`src/rtl/watchdog_rst_gen.sv`:
```
`default_nettype none
// ============================================================================
// Module      : watchdog_rst_gen
// Description : Kickable watchdog that generates the active-low reset request
//               for the elevator controller's reset-release stretcher.
//               If a kick is missed, the block first raises a warning, then
//               drives a fixed-length low pulse on rst_req_n. After
//               MAX_TRIPS consecutive trips it latches a permanent reset
//               until rst is asserted.
//
// Ports       : clk        - single clock, rising edge
//               rst        - synchronous active-high reset
//               enable     - arms the watchdog while high
//               kick       - single-cycle service strobe (sampled per cycle)
//               rst_req_n  - registered active-low reset request
//               warn       - registered, high while in the warning window
//               locked     - registered, high once lock-up has latched
//               trip_count - total trips since rst, saturating at 15
//
// Revision    : 1.0 - initial release
// ============================================================================
module watchdog_rst_gen #(
    parameter bit SIMULATION     = 1'b0,
    parameter int TIMEOUT_CYCLES = 10000,
    parameter int PULSE_CYCLES   = 16,
    parameter int MAX_TRIPS      = 3
) (
    input  logic       clk,
    input  logic       rst,
    input  logic       enable,
    input  logic       kick,
    output logic       rst_req_n,
    output logic       warn,
    output logic       locked,
    output logic [3:0] trip_count
);

    // Effective timing constants; SIMULATION swaps in short values so the
    // whole behaviour can be exercised in a few hundred cycles.
    localparam int c_TIMER_MAX = SIMULATION ? 10 : TIMEOUT_CYCLES;
    localparam int c_PULSE     = SIMULATION ? 3  : PULSE_CYCLES;
    localparam int c_WARN_AT   = c_TIMER_MAX / 2;

    // Counter values at which the next transition fires. The counters
    // start at 0 on entry, so each threshold is the "last" value minus one.
    localparam logic [13:0] c_TRIP_AT    = 14'(c_TIMER_MAX - 1);
    localparam logic [13:0] c_WARN_LAST  = 14'(c_WARN_AT - 1);
    localparam logic [7:0]  c_PULSE_LAST = 8'(c_PULSE - 1);
    localparam logic [3:0]  c_MAX_TRIPS  = 4'(MAX_TRIPS);
    localparam logic [3:0]  c_TRIP_SAT   = 4'd15;

    typedef enum logic [2:0] {
        ST_IDLE   = 3'd0,
        ST_ARMED  = 3'd1,
        ST_WARN   = 3'd2,
        ST_TRIP   = 3'd3,
        ST_LOCKED = 3'd4
    } state_t;

    state_t      r_state;
    state_t      w_state_nxt;
    logic [13:0] r_count;
    logic [13:0] w_count_nxt;
    logic [7:0]  r_pcount;
    logic [7:0]  w_pcount_nxt;
    logic [3:0]  r_consec;
    logic [3:0]  w_consec_nxt;
    logic [3:0]  r_trip_count;
    logic [3:0]  w_trip_count_nxt;
    logic        r_rst_req_n;
    logic        w_rst_req_n_nxt;
    logic        r_warn;
    logic        w_warn_nxt;
    logic        r_locked;
    logic        w_locked_nxt;
    logic [3:0]  w_consec_inc;

    // consec never exceeds MAX_TRIPS-1 (<= 14), so this cannot overflow.
    assign w_consec_inc = r_consec + 4'd1;

    // ------------------------------------------------------------------
    // Next-state and next-output logic. Outputs are computed here and
    // registered alongside the state so they change on the same edge as
    // the transition that causes them.
    // ------------------------------------------------------------------
    always_comb begin
        w_state_nxt      = r_state;
        w_count_nxt      = r_count;
        w_pcount_nxt     = r_pcount;
        w_consec_nxt     = r_consec;
        w_trip_count_nxt = r_trip_count;
        w_rst_req_n_nxt  = r_rst_req_n;
        w_warn_nxt       = r_warn;
        w_locked_nxt     = r_locked;

        case (r_state)
            ST_IDLE: begin
                if (enable) begin
                    w_state_nxt = ST_ARMED;
                    w_count_nxt = 14'd0;
                end
            end

            ST_ARMED, ST_WARN: begin
                // Priority: disable, then kick, then timeout, then warning.
                if (!enable) begin
                    w_state_nxt = ST_IDLE;
                    w_count_nxt = 14'd0;
                    w_warn_nxt  = 1'b0;
                end else if (kick) begin
                    w_state_nxt  = ST_ARMED;
                    w_count_nxt  = 14'd0;
                    w_warn_nxt   = 1'b0;
                    w_consec_nxt = 4'd0;
                end else if (r_count == c_TRIP_AT) begin
                    w_state_nxt     = ST_TRIP;
                    w_rst_req_n_nxt = 1'b0;
                    w_warn_nxt      = 1'b0;
                    w_pcount_nxt    = 8'd0;
                    if (r_trip_count != c_TRIP_SAT) begin
                        w_trip_count_nxt = r_trip_count + 4'd1;
                    end
                end else begin
                    w_count_nxt = r_count + 14'd1;
                    if ((r_state == ST_ARMED) && (r_count == c_WARN_LAST)) begin
                        w_state_nxt = ST_WARN;
                        w_warn_nxt  = 1'b1;
                    end
                end
            end

            ST_TRIP: begin
                // The reset pulse runs to completion regardless of kick or
                // enable, so the controller always sees a full-width reset.
                if (r_pcount == c_PULSE_LAST) begin
                    if (w_consec_inc == c_MAX_TRIPS) begin
                        // rst_req_n is left low here, so entering lock-up
                        // produces no high glitch between pulse and lock.
                        w_state_nxt  = ST_LOCKED;
                        w_locked_nxt = 1'b1;
                    end else begin
                        w_state_nxt     = ST_ARMED;
                        w_count_nxt     = 14'd0;
                        w_rst_req_n_nxt = 1'b1;
                        w_consec_nxt    = w_consec_inc;
                    end
                end else begin
                    w_pcount_nxt = r_pcount + 8'd1;
                end
            end

            ST_LOCKED: begin
                w_rst_req_n_nxt = 1'b0;
                w_locked_nxt    = 1'b1;
            end

            default: begin
                w_state_nxt     = ST_IDLE;
                w_count_nxt     = 14'd0;
                w_pcount_nxt    = 8'd0;
                w_rst_req_n_nxt = 1'b1;
                w_warn_nxt      = 1'b0;
                w_locked_nxt    = 1'b0;
            end
        endcase
    end

    // ------------------------------------------------------------------
    // State and output registers
    // ------------------------------------------------------------------
    always_ff @(posedge clk) begin
        if (rst) begin
            r_state      <= ST_IDLE;
            r_count      <= 14'd0;
            r_pcount     <= 8'd0;
            r_consec     <= 4'd0;
            r_trip_count <= 4'd0;
            r_rst_req_n  <= 1'b1;
            r_warn       <= 1'b0;
            r_locked     <= 1'b0;
        end else begin
            r_state      <= w_state_nxt;
            r_count      <= w_count_nxt;
            r_pcount     <= w_pcount_nxt;
            r_consec     <= w_consec_nxt;
            r_trip_count <= w_trip_count_nxt;
            r_rst_req_n  <= w_rst_req_n_nxt;
            r_warn       <= w_warn_nxt;
            r_locked     <= w_locked_nxt;
        end
    end

    assign rst_req_n  = r_rst_req_n;
    assign warn       = r_warn;
    assign locked     = r_locked;
    assign trip_count = r_trip_count;

endmodule
`default_nettype wire

```
`config.mk`:
```
export PLATFORM = sky130hd
export DESIGN_NAME = watchdog_rst_gen
export DESIGN_NICKNAME = d
export VERILOG_FILES = /design/src/rtl/watchdog_rst_gen.sv
export SDC_FILE = /design/constraint.sdc
export NUM_CORES = 1
export LEC_CHECK = 0
export BUFFER_PORTS_ARGS = -buffer_cell sky130_fd_sc_hd__buf_2
export CAP_MARGIN = 20
export CORE_MARGIN = 10
export CORE_UTILIZATION = 40
export DETAILED_ROUTE_END_ITERATION = 6
export PLACE_DENSITY_LB_ADDON = 0.25
export SYNTH_ARGS = -nofsm -noshare
export SYNTH_HDL_FRONTEND = slang
export SYNTH_SLANG_ARGS = --single-unit
export TNS_END_PERCENT = 20
```
`constraint.sdc`:
```
create_clock -name clk -period 5.25 [get_ports clk]
set_clock_uncertainty 0.2 [all_clocks]
set_input_delay 0.7875 -clock clk [delete_from_list [all_inputs] [get_ports clk]]
set_output_delay 0.7875 -clock clk [all_outputs]
set_load 0.05 [all_outputs]
```
After elaboration in Yosys (flattened, before gate mapping). Cells that the tools add are included.

$add $sub $neg: 4. Equal/unequal tests: 20. Muxes and demuxes: 39. Bitwise gates (word level): 6. Reduce and logical (&&, ||, !) cells: 15.

Operator list (number): 14-bit 2-to-1 mux (6); 14-bit case mux with 4 select lines (1); 8-bit 2-to-1 mux (4); 8-bit case mux with 3 select lines (1); 3-bit 2-to-1 mux (7); 5-bit AND reduction (4); 2-bit != test, second input constant (9); 4-bit 2-to-1 mux (4); 14-bit by 1-bit adder with 14-bit output, second input constant (1); 14-bit by 13-bit == test with 1-bit output, second input constant (1); 14-bit == test, second input constant (1); 3-bit case mux with 4 select lines (1); 1-bit 2-to-1 mux (11); 4-bit by 1-bit adder with 4-bit output, second input constant (2); 8-bit by 1-bit adder with 8-bit output, second input constant (1); 8-bit by 4-bit == test with 1-bit output, second input constant (1); 4-bit != test, second input constant (2); 4-bit case mux with 2 select lines (1); 3-bit by 2-bit == test with 1-bit output, second input constant (2); 1-bit inverter (6); 6-bit AND reduction (1); 3-bit OR reduction (2); 5-bit != test, second input constant (1); 4-bit by 2-bit == test with 1-bit output, second input constant (1); other kinds (12) (13).

Bits in registers: 36. Input bits: 4. Output and inout bits: 7. Word-level logic and storage cells: 92.

Longest topological paths before layout. Gate-level depths: netlist of the first run.

Depth after elaboration: 7. Depth in mapped cells: 8. Gate-level depth less buffers: 8.

Worst setup path before layout of the first run. No wires, ideal clock.

Path kind: input to register. From: input port enable. To: register r_trip_count[3] (netlist: trip_count[3]). Library setup time: 0.128 ns. Arrival: 2.312 ns. Data required time: 4.922 ns. Slack: 2.610 ns. Stages: 8. Path buffers: 2. Cells stage by stage: nand2b_1 > clkbuf_1 > or4_1 > clkbuf_1 > a311oi_4 > nand4_1 > xor2_1 > nor2_1.

Cells in the longest elaborated chain, start to end: 1.

Ends and longest elaborated chain: from (decl) (line 30) `input logic enable,`; 5-bit AND reduction (no source line); to (signal assigned) (line 186) `r_trip_count <= w_trip_count_nxt;`; to (decl) (line 68) `logic [3:0] r_trip_count;`.

No other way between the ends. A chain may end at the register's enable or synchronous reset.

Worst setup path after layout of the first run.
From: register r_consec[0]. To: register r_count[9].

Cells in the longest elaborated chain, start to end: 4.

Ends and longest elaborated chain: from (decl) (line 66) `logic [3:0] r_consec;`; from (signal assigned) (line 185) `r_consec <= w_consec_nxt;`; 4-bit by 1-bit adder with 4-bit output (line 79) `assign w_consec_inc = r_consec + 4'd1;`; 4-bit by 2-bit == test with 1-bit output (line 136) `if (w_consec_inc == c_MAX_TRIPS) begin`; 2-bit != test (no source line); 5-bit AND reduction (no source line); to (signal assigned) (line 183) `r_count <= w_count_nxt;`; to (decl) (line 62) `logic [13:0] r_count;`.

No other way between the ends.

==> metrics, run 1 <==
outcome=finished clean; Hold Path Class=reg -> reg; wire length the detailed router placed on met1=2.14 mm; clock tree from TritonCTS=done; post-synthesis simple-gate area fraction=28.6%; static power due to leakage=0.695 nW; sum of negative setup slack=0 ns; WL met2=1.95 mm; WHS=0.279 ns; die footprint=0.00816 mm^2; main combinational cell family by area after synthesis=simple AND/OR/NAND/NOR gates; critical path class=reg -> reg; area growth from synthesis to final layout=10.6%; worst slack at placement=2.13 ns; gate count after technology mapping=228; total met3 wirelength after detailed routing=160 um; max-slew violation total from the final report=0; initial DRC count=130; Register Area=721 um^2; die width=90.3 um; total inserted antenna cells=0; average cell area after synthesis=8.68 um^2; final number of setup-violating endpoints=0; overall via count from detail_route=1733; First-pass DRT Iterations=5; launching element type of the critical path=register; max-capacitance violation count=0; Total Routing Usage GR=10.5%; clock root cell=clkbuf_8; fraction of synthesized cell area in xor and xnor cells=4.42%; number of antenna-violating nets in the routed design=0; largest net degree at the start of global routing=29; synthesized-area fraction occupied by ao, oa, aoi and oai cells=24.2%; post-DP HPWL=3.10 mm; IO Port Bufs=10; Final period util=54.3%; starting density of the core=41.6%; initial antenna violation count=0; total I/O pin count=11; mux contribution to synthesized area=0.506%; deepest level of the CTS H-tree=2; number of standard-cell rows in the floorplan=25; remaining design rule violation count=0; worst-skew pair later-pin latency=0.28 ns; TritonCTS buffer count=5; setup slack, reg-to-reg=2.40 ns; Mapped Area=0.00198 mm^2; critical path required time=5.24 ns; clock-pin slew on the worst setup and hold paths=0.07 ns; Seq/Total Area, Yosys=36.4%; top layer reached by signal wires=met4; final net count=246; crit path max fanout=7; worst slew margin relative to its limit=39.2%; Max Clock Freq=351 MHz; prevailing post-synth register cell=dfxtp_1; nets in the synthesized netlist=237; number of gates resized after CTS=0; buffers inserted by post-CTS timing repair=0; RSZ-0062 raised after global routing=no; number of warnings issued by yosys=0; Worst Path Arrival=2.84 ns; via count of the first global-routing pass=1514; final setup slack of the worst path=2.40 ns; combined area of the multi-input logic cells=0.00121 mm^2; routability-driven placement congestion ratio=0.902; hold-fix buffer count after cts=0; area of the core=0.00475 mm^2; fin crit period=2.85 ns; measured slew at the worst slew-check pin=0.904 ns; EDFF count, synth=0; Final Hold Vio Count=0; CP endpoint kind=register; via count normalized by instance count=5.70; fraction of the mapped netlist area in adder cells=3.16%; share of synthesized registers carrying an async set or reset=0%; fraction of final layout cells with drive strength greater than 1=14.8%; number of buffers on the longest clock path=2; number of clock sinks=36; post-synthesis cell type count=49; Die Span Y=90.3 um; overall overflow remaining after global route=0; count of fill cells added during filler insertion=478; Wirelength per Cell=14.1 um; Total Routed Length=4.28 mm; PwrDens=289 mW/mm^2; global-route wire length before repair=7.37 mm; maximum ir drop on the vdd rail=0.229 mV; count of state elements after synthesis=36
synth_stat cells, types with 2 or more instances:
cell type	n	area share, %
a211oi_1	6	2.3
o21ai_0	12	3.0
a31oi_1	2	0.63
nor4b_1	2	0.89
a221oi_1	3	1.3
or4_4	3	1.7
nor3_2	5	2.5
a311oi_1	7	3.1
nor3_1	3	0.76
nor2_1	24	4.6
xnor2_1	8	3.5
a41oi_1	2	0.89
nand2b_1	4	1.3
xor2_1	2	0.89
a21bo_2	2	1.0
nand2_1	10	1.9
a21oi_1	15	3.8
nand3_1	12	3.0
or4_1	2	0.76
and2_1	4	1.3
o31ai_1	4	1.5
ha_1	5	3.2
nor4_1	4	1.3
nand4b_1	2	0.89
and3_1	8	2.5
clkbuf_1	8	1.5
inv_1	5	0.95
nor2b_1	2	0.63
nand4_1	3	0.95
o21a_1	2	0.76
dfxtp_1	36	36
nand3b_1	3	1.1
or3_1	2	0.63
layout by cell type, fill, tap and decap left out, types with 6 or more instances in the layout:
cell type and instances:
a211oi_1 6, nor2_1 24, dfxtp_1 36, o21ai_0 12
and3_1 8, clkbuf_8 7, nand2_1 10, a21oi_1 15
a311oi_1 7, xnor2_1 8, nand3_1 12, buf_2 10
kinds of logic after synthesis:
family                     Yosys count
AOI/OAI and AO/OA                   65
and+or+nand+nor                     97
DFF                                 36
adders and majority gates            5
xor gates and xnor gates            10
buffers and inverters               14
muxes                                1
metrics by stage:
step	cell area, um^2	power (mW)	util [%]	std cells
final	2190	0.633	46.1	304
after global routing	2190	0.671	46.1	304
after CTS	2180	0.643	45.9	303
after detailed placement	2090	0.430	43.9	296
after global placement	2090	0.431	43.9	296
after floorplan	1980	0.401	-	228
where the power goes:
group | internal, mW | switching (mW) | leakage (nW) | total [mW]
Clock | 0.117 | 0.0908 | 0.0503 | 0.208
Combinational | 0.0387 | 0.0944 | 0.354 | 0.133
Sequential | 0.281 | 0.0108 | 0.290 | 0.292
critical path: stages, from the launching register on:
cell      delay [ns]
dfxtp_1         0.43
inv_1           0.07
ha_1            0.21
and3_1          0.16
a31oi_1         0.42
a21oi_1         0.18
a221oi_1        0.68
a41oi_1         0.19
a211oi_1        0.22
path summary, 6_finish.rpt:
path / start / endpoint / cells past startpoint
setup / recovery: r_consec[0] / r_count[9] / 8
hold / removal: locked / locked / 1
setup reg to reg: r_consec[0] / r_count[9] / 8
hold reg to reg: locked / locked / 1
final cells by class:
class | instances | share of cell area [%]
clock buffer | 7 | 4.40
inverter | 5 | 0.857
multi-input combinational | 178 | 55.4
timing repair buffer | 11 | 2.63
tap | 67 | 3.83
sequential | 36 | 32.9
sequential cells by signal, indices dropped and copies added, names as in the netlist:
name        cells
locked          1
r_consec        4
r_count        14
r_pcount        8
r_state         3
rst_req_n       1
trip_count      4
warn            1
layer usage:
layer | track usage, % | vias up
met1 | 14.1 | 813
met3 | 3.16 | 4
met4 | 2.65 | 0
met5 | 0 | -
met2 | 15.8 | 30
li1 | - | 886
Power figures use the tool's default switching activity.
==> run 2: changes to the inputs <==
- clock period: 5.25 -> 2.7 ns (I/O delays scaled with it)
==> run 2 against run 1 <==
Clock-buffer cell count rose by 1. Routed wire length rose by 4.0%. Die area did not move. Utilization rose by 1.8 points. Cell count rose by 4.3%. Maximum frequency rose by 17%. Largest cell class unchanged. Critical path type unchanged.
==> metrics, run 2 (same netlist as run 1, synthesis figures left out) <==
number of antenna-violating nets in the routed design=0; clock-pin slew on the worst setup and hold paths=0.07 ns; final setup slack of the worst path=0.259 ns; total inserted antenna cells=0; Total Routing Usage GR=11.2%; maximum ir drop on the vdd rail=0.301 mV; fin crit period=2.44 ns; max-slew violation total from the final report=0; PwrDens=563 mW/mm^2; global-route wire length before repair=7.70 mm; WHS=0.287 ns; fraction of final layout cells with drive strength greater than 1=18.4%; static power due to leakage=0.751 nW; RR Startpoint=r_count[4]; Die Span Y=90.3 um; worst-skew pair later-pin latency=0.29 ns; register with the highest flop count=r_count; starting density of the core=41.6%; buffers inserted by post-CTS timing repair=0; launching element type of the critical path=register; final net count=258; routability-driven placement congestion ratio=0.854; number of gates resized after CTS=0; Total Routed Length=4.45 mm; hold-fix buffer count after cts=0; deepest level of the CTS H-tree=2; TritonCTS buffer count=5; via count of the first global-routing pass=1628; timing startpoint of the critical path=r_count[4]; First-pass DRT Iterations=4; crit path max fanout=7; overall overflow remaining after global route=0; Final Hold Vio Count=0; worst slack at placement=0.264 ns; CP endpoint kind=register; area growth from synthesis to final layout=14.9%; max FFs per register=14; initial DRC count=76; largest registers in the final layout=r_count x14, r_pcount x8; measured slew at the worst slew-check pin=0.545 ns; final number of setup-violating endpoints=0; area of the core=0.00475 mm^2; count of non-filler cells in the finished layout=317; sum of negative setup slack=0 ns; critical path required time=2.66 ns; largest net degree at the start of global routing=29; number of clock sinks=36; die footprint=0.00816 mm^2; most common cell after layout, fill and taps aside=dfxtp_1; placed insts=309; via count normalized by instance count=5.74; clock tree from TritonCTS=done; setup slack, reg-to-reg=0.26 ns; clock root cell=clkbuf_8; post-DP HPWL=3.27 mm; die width=90.3 um; Worst Path Arrival=2.40 ns; total I/O pin count=11; number of buffers on the longest clock path=2; outcome=finished clean; final core area utilization=47.8%; Hold Path Class=reg -> reg; Max Clock Freq=410 MHz; remaining design rule violation count=0; RSZ-0062 raised after global routing=no; initial antenna violation count=0; max-capacitance violation count=0; number of standard-cell rows in the floorplan=25; Wirelength per Cell=14.0 um; overall via count from detail_route=1821; Final period util=90.4%; top library cells by usage in the layout, fill and taps aside=36 x dfxtp_1, 24 x nor2_1, 15 x a21oi_1, 13 x buf_4; worst slew margin relative to its limit=63.3%; critical path class=reg -> reg; IO Port Bufs=10; worst hold start=locked
==> run 2: stage by stage <==
stage                     instance area, um^2  total power [mW]
after CTS                                2270              1.29
after global placement                   2180             0.893
after detailed placement                 2180             0.889
after global routing                     2270              1.35
after floorplan                          1980             0.780
final                                    2270              1.28
==> run 2: per-layer routing <==
layer	global-route usage [%]	up-vias	part of all wire, %
met3	3.91	7	6.5
met1	14.0	850	46
met4	4.51	0	1.6
met2	17.1	52	45
met5	0	-	0
li1	-	912	-
==> run 2: critical path, stage by stage (launching register included) <==
cell and delay (ns):
dfxtp_1 0.36, or4_4 0.55, or4_4 0.54, a311oi_4 0.32, nand4_1 0.15, xor2_1 0.14
nor2_1 0.05
==> run 2: worst paths after layout <==
path	end	cells after the start
max	trip_count[3]	6
min	locked	1
max reg2reg	trip_count[3]	6
min reg2reg	locked	1
==> run 2: where the power goes <==
| group | internal, mW | total, mW | leakage [nW] | switching, mW |
|---|---|---|---|---|
| registers | 0.547 | 0.568 | 0.290 | 0.0215 |
| clock network | 0.208 | 0.400 | 0.0455 | 0.192 |
| logic | 0.116 | 0.311 | 0.415 | 0.195 |
==> run 2: area by class of cell <==
class / count / area (um^2)
Timing Repair Buffer: 23 / 148
Tap cell: 67 / 83.8
Multi-Input combinational cell: 178 / 1210
Inverter: 5 / 18.8
Clock buffer: 8 / 90.1
Sequential cell: 36 / 721
Fill cell: 502 / 2480
==> run 3: changes to the inputs <==
- CORE_ASPECT_RATIO: not set -> 1.1
==> run 3 against run 2 <==
Sequential power is essentially flat. Hold slack gained 0.0086 ns. Critical path depth unchanged. Critical path type unchanged. Critical endpoint unchanged.
==> metrics, run 3 (same netlist as run 1, synthesis figures left out) <==
max-capacitance violation count=0; overall via count from detail_route=1789; overall overflow remaining after global route=0; initial antenna violation count=0; number of clock sinks=36; Final Hold Vio Count=0; deepest level of the CTS H-tree=2; final number of setup-violating endpoints=0; crit path max fanout=7; launching element type of the critical path=register; clock-pin slew on the worst setup and hold paths=0.08 ns; Worst Path Arrival=2.43 ns; max-slew violation total from the final report=0; Total Routing Usage GR=12.0%; via count normalized by instance count=5.87; die footprint=0.00817 mm^2; count of fill cells added during filler insertion=461; slowest stage cell, crit path=or4_4; measured slew at the worst slew-check pin=0.513 ns; number of buffers on the longest clock path=2; placed inst area=0.00216 mm^2; routability-driven placement congestion ratio=0.876; final net count=257; fin crit period=2.46 ns; critical path required time=2.67 ns; via count of the first global-routing pass=1762; post-DP HPWL=3.24 mm; Hold Path Class=reg -> reg; total I/O pin count=11; remaining design rule violation count=0; largest registers in the final layout=r_count x14, r_pcount x8; critical path, cell by cell=or4_4 > or4_4 > a311oi_4 > nand4_1 > xor2_1 > nor2_1; worst-skew pair later-pin latency=0.29 ns; First-pass DRT Iterations=4; sum of negative setup slack=0 ns; outcome=finished clean; worst slew margin relative to its limit=65.5%; Max Clock Freq=407 MHz; maximum ir drop on the vdd rail=0.389 mV; clock root cell=clkbuf_8; Total Routed Length=4.49 mm; Final period util=91.0%; static power due to leakage=0.755 nW; number of buffers and inverters on the critical path=0; critical path class=reg -> reg; TritonCTS buffer count=5; CP endpoint kind=register; register with the highest flop count=r_count; IO Port Bufs=10; CP most frequent cell=or4_4; global-route wire length before repair=8.22 mm; Wirelength per Cell=14.7 um; area growth from synthesis to final layout=15.0%; largest delay contributor family on the critical path=simple AND/OR/NAND/NOR gates; delay of the slowest critical-path stage=0.56 ns; Finished Cell Area=0.00228 mm^2; die width=87.1 um; starting density of the core=42.0%; initial DRC count=114; max FFs per register=14; most common cell after layout, fill and taps aside=dfxtp_1; RSZ-0062 raised after global routing=no; buffers inserted by post-CTS timing repair=0; fraction of final layout cells with drive strength greater than 1=18.9%; area of the core=0.00472 mm^2; top library cells by usage in the layout, fill and taps aside=36 x dfxtp_1, 24 x nor2_1, 15 x a21oi_1; PwrDens=594 mW/mm^2; total inserted antenna cells=0; Die Span Y=93.8 um; largest net degree at the start of global routing=29; clock tree from TritonCTS=done; number of standard-cell rows in the floorplan=26; number of antenna-violating nets in the routed design=0; final core area utilization=48.2%
## run 3: area by class of cell
type	instances	area (um^2)	share of cell area (%)
clock buffer	6	72.6	3.19
clock inverter	2	35.0	1.54
inverter	5	18.8	0.825
multi-input combinational	178	1220	53.5
sequential	36	721	31.7
tap	56	70.1	3.08
timing repair buffer	22	140	6.16
## run 3: per-stage QoR
stage / power [mW] / setup slack [ns] / hold slack, ns / std cells
CTS: 1.36 / 0.257 / 0.297 / 305
finish: 1.35 / 0.242 / 0.296 / 305
detailed placement: 0.884 / 0.261 / 0.272 / 297
floorplan: 0.780 / 0.347 / 0.258 / 228
global placement: 0.885 / 0.292 / 0.275 / 297
global route: 1.44 / 0.0615 / 0.331 / 305
## run 3: worst register-to-register path, stage by stage (launching register included)
cell and delay, ns:
dfxtp_1 0.37, or4_4 0.56, or4_4 0.54, a311oi_4 0.32
nand4_1 0.15, xor2_1 0.15, nor2_1 0.05
## run 3: final timing paths
path         slack (ns)       start            end  cells after the start
max                0.24  r_count[4]  trip_count[3]                      6
min reg2reg        0.30      locked         locked                      1
max reg2reg        0.24  r_count[4]  trip_count[3]                      6
min                0.30      locked         locked                      1
## run 3: power breakdown
group	total, mW	internal, mW	switching [mW]
combinational	0.307	0.112	0.195
clock	0.478	0.274	0.204
sequential	0.567	0.547	0.0199
## run 3: per-layer routing
layer	wire, um	GRT usage, %
met3	178	2.95
met5	0	0
met1	2090	15.9
met2	2180	18.8
met4	38	3.51
## run 3: what timing repair did
item,CTS,global route
endpoints found under the hold margin,0,0
endpoints found under the setup margin,0,1
hold buffers,0,0
resized for setup,0,1
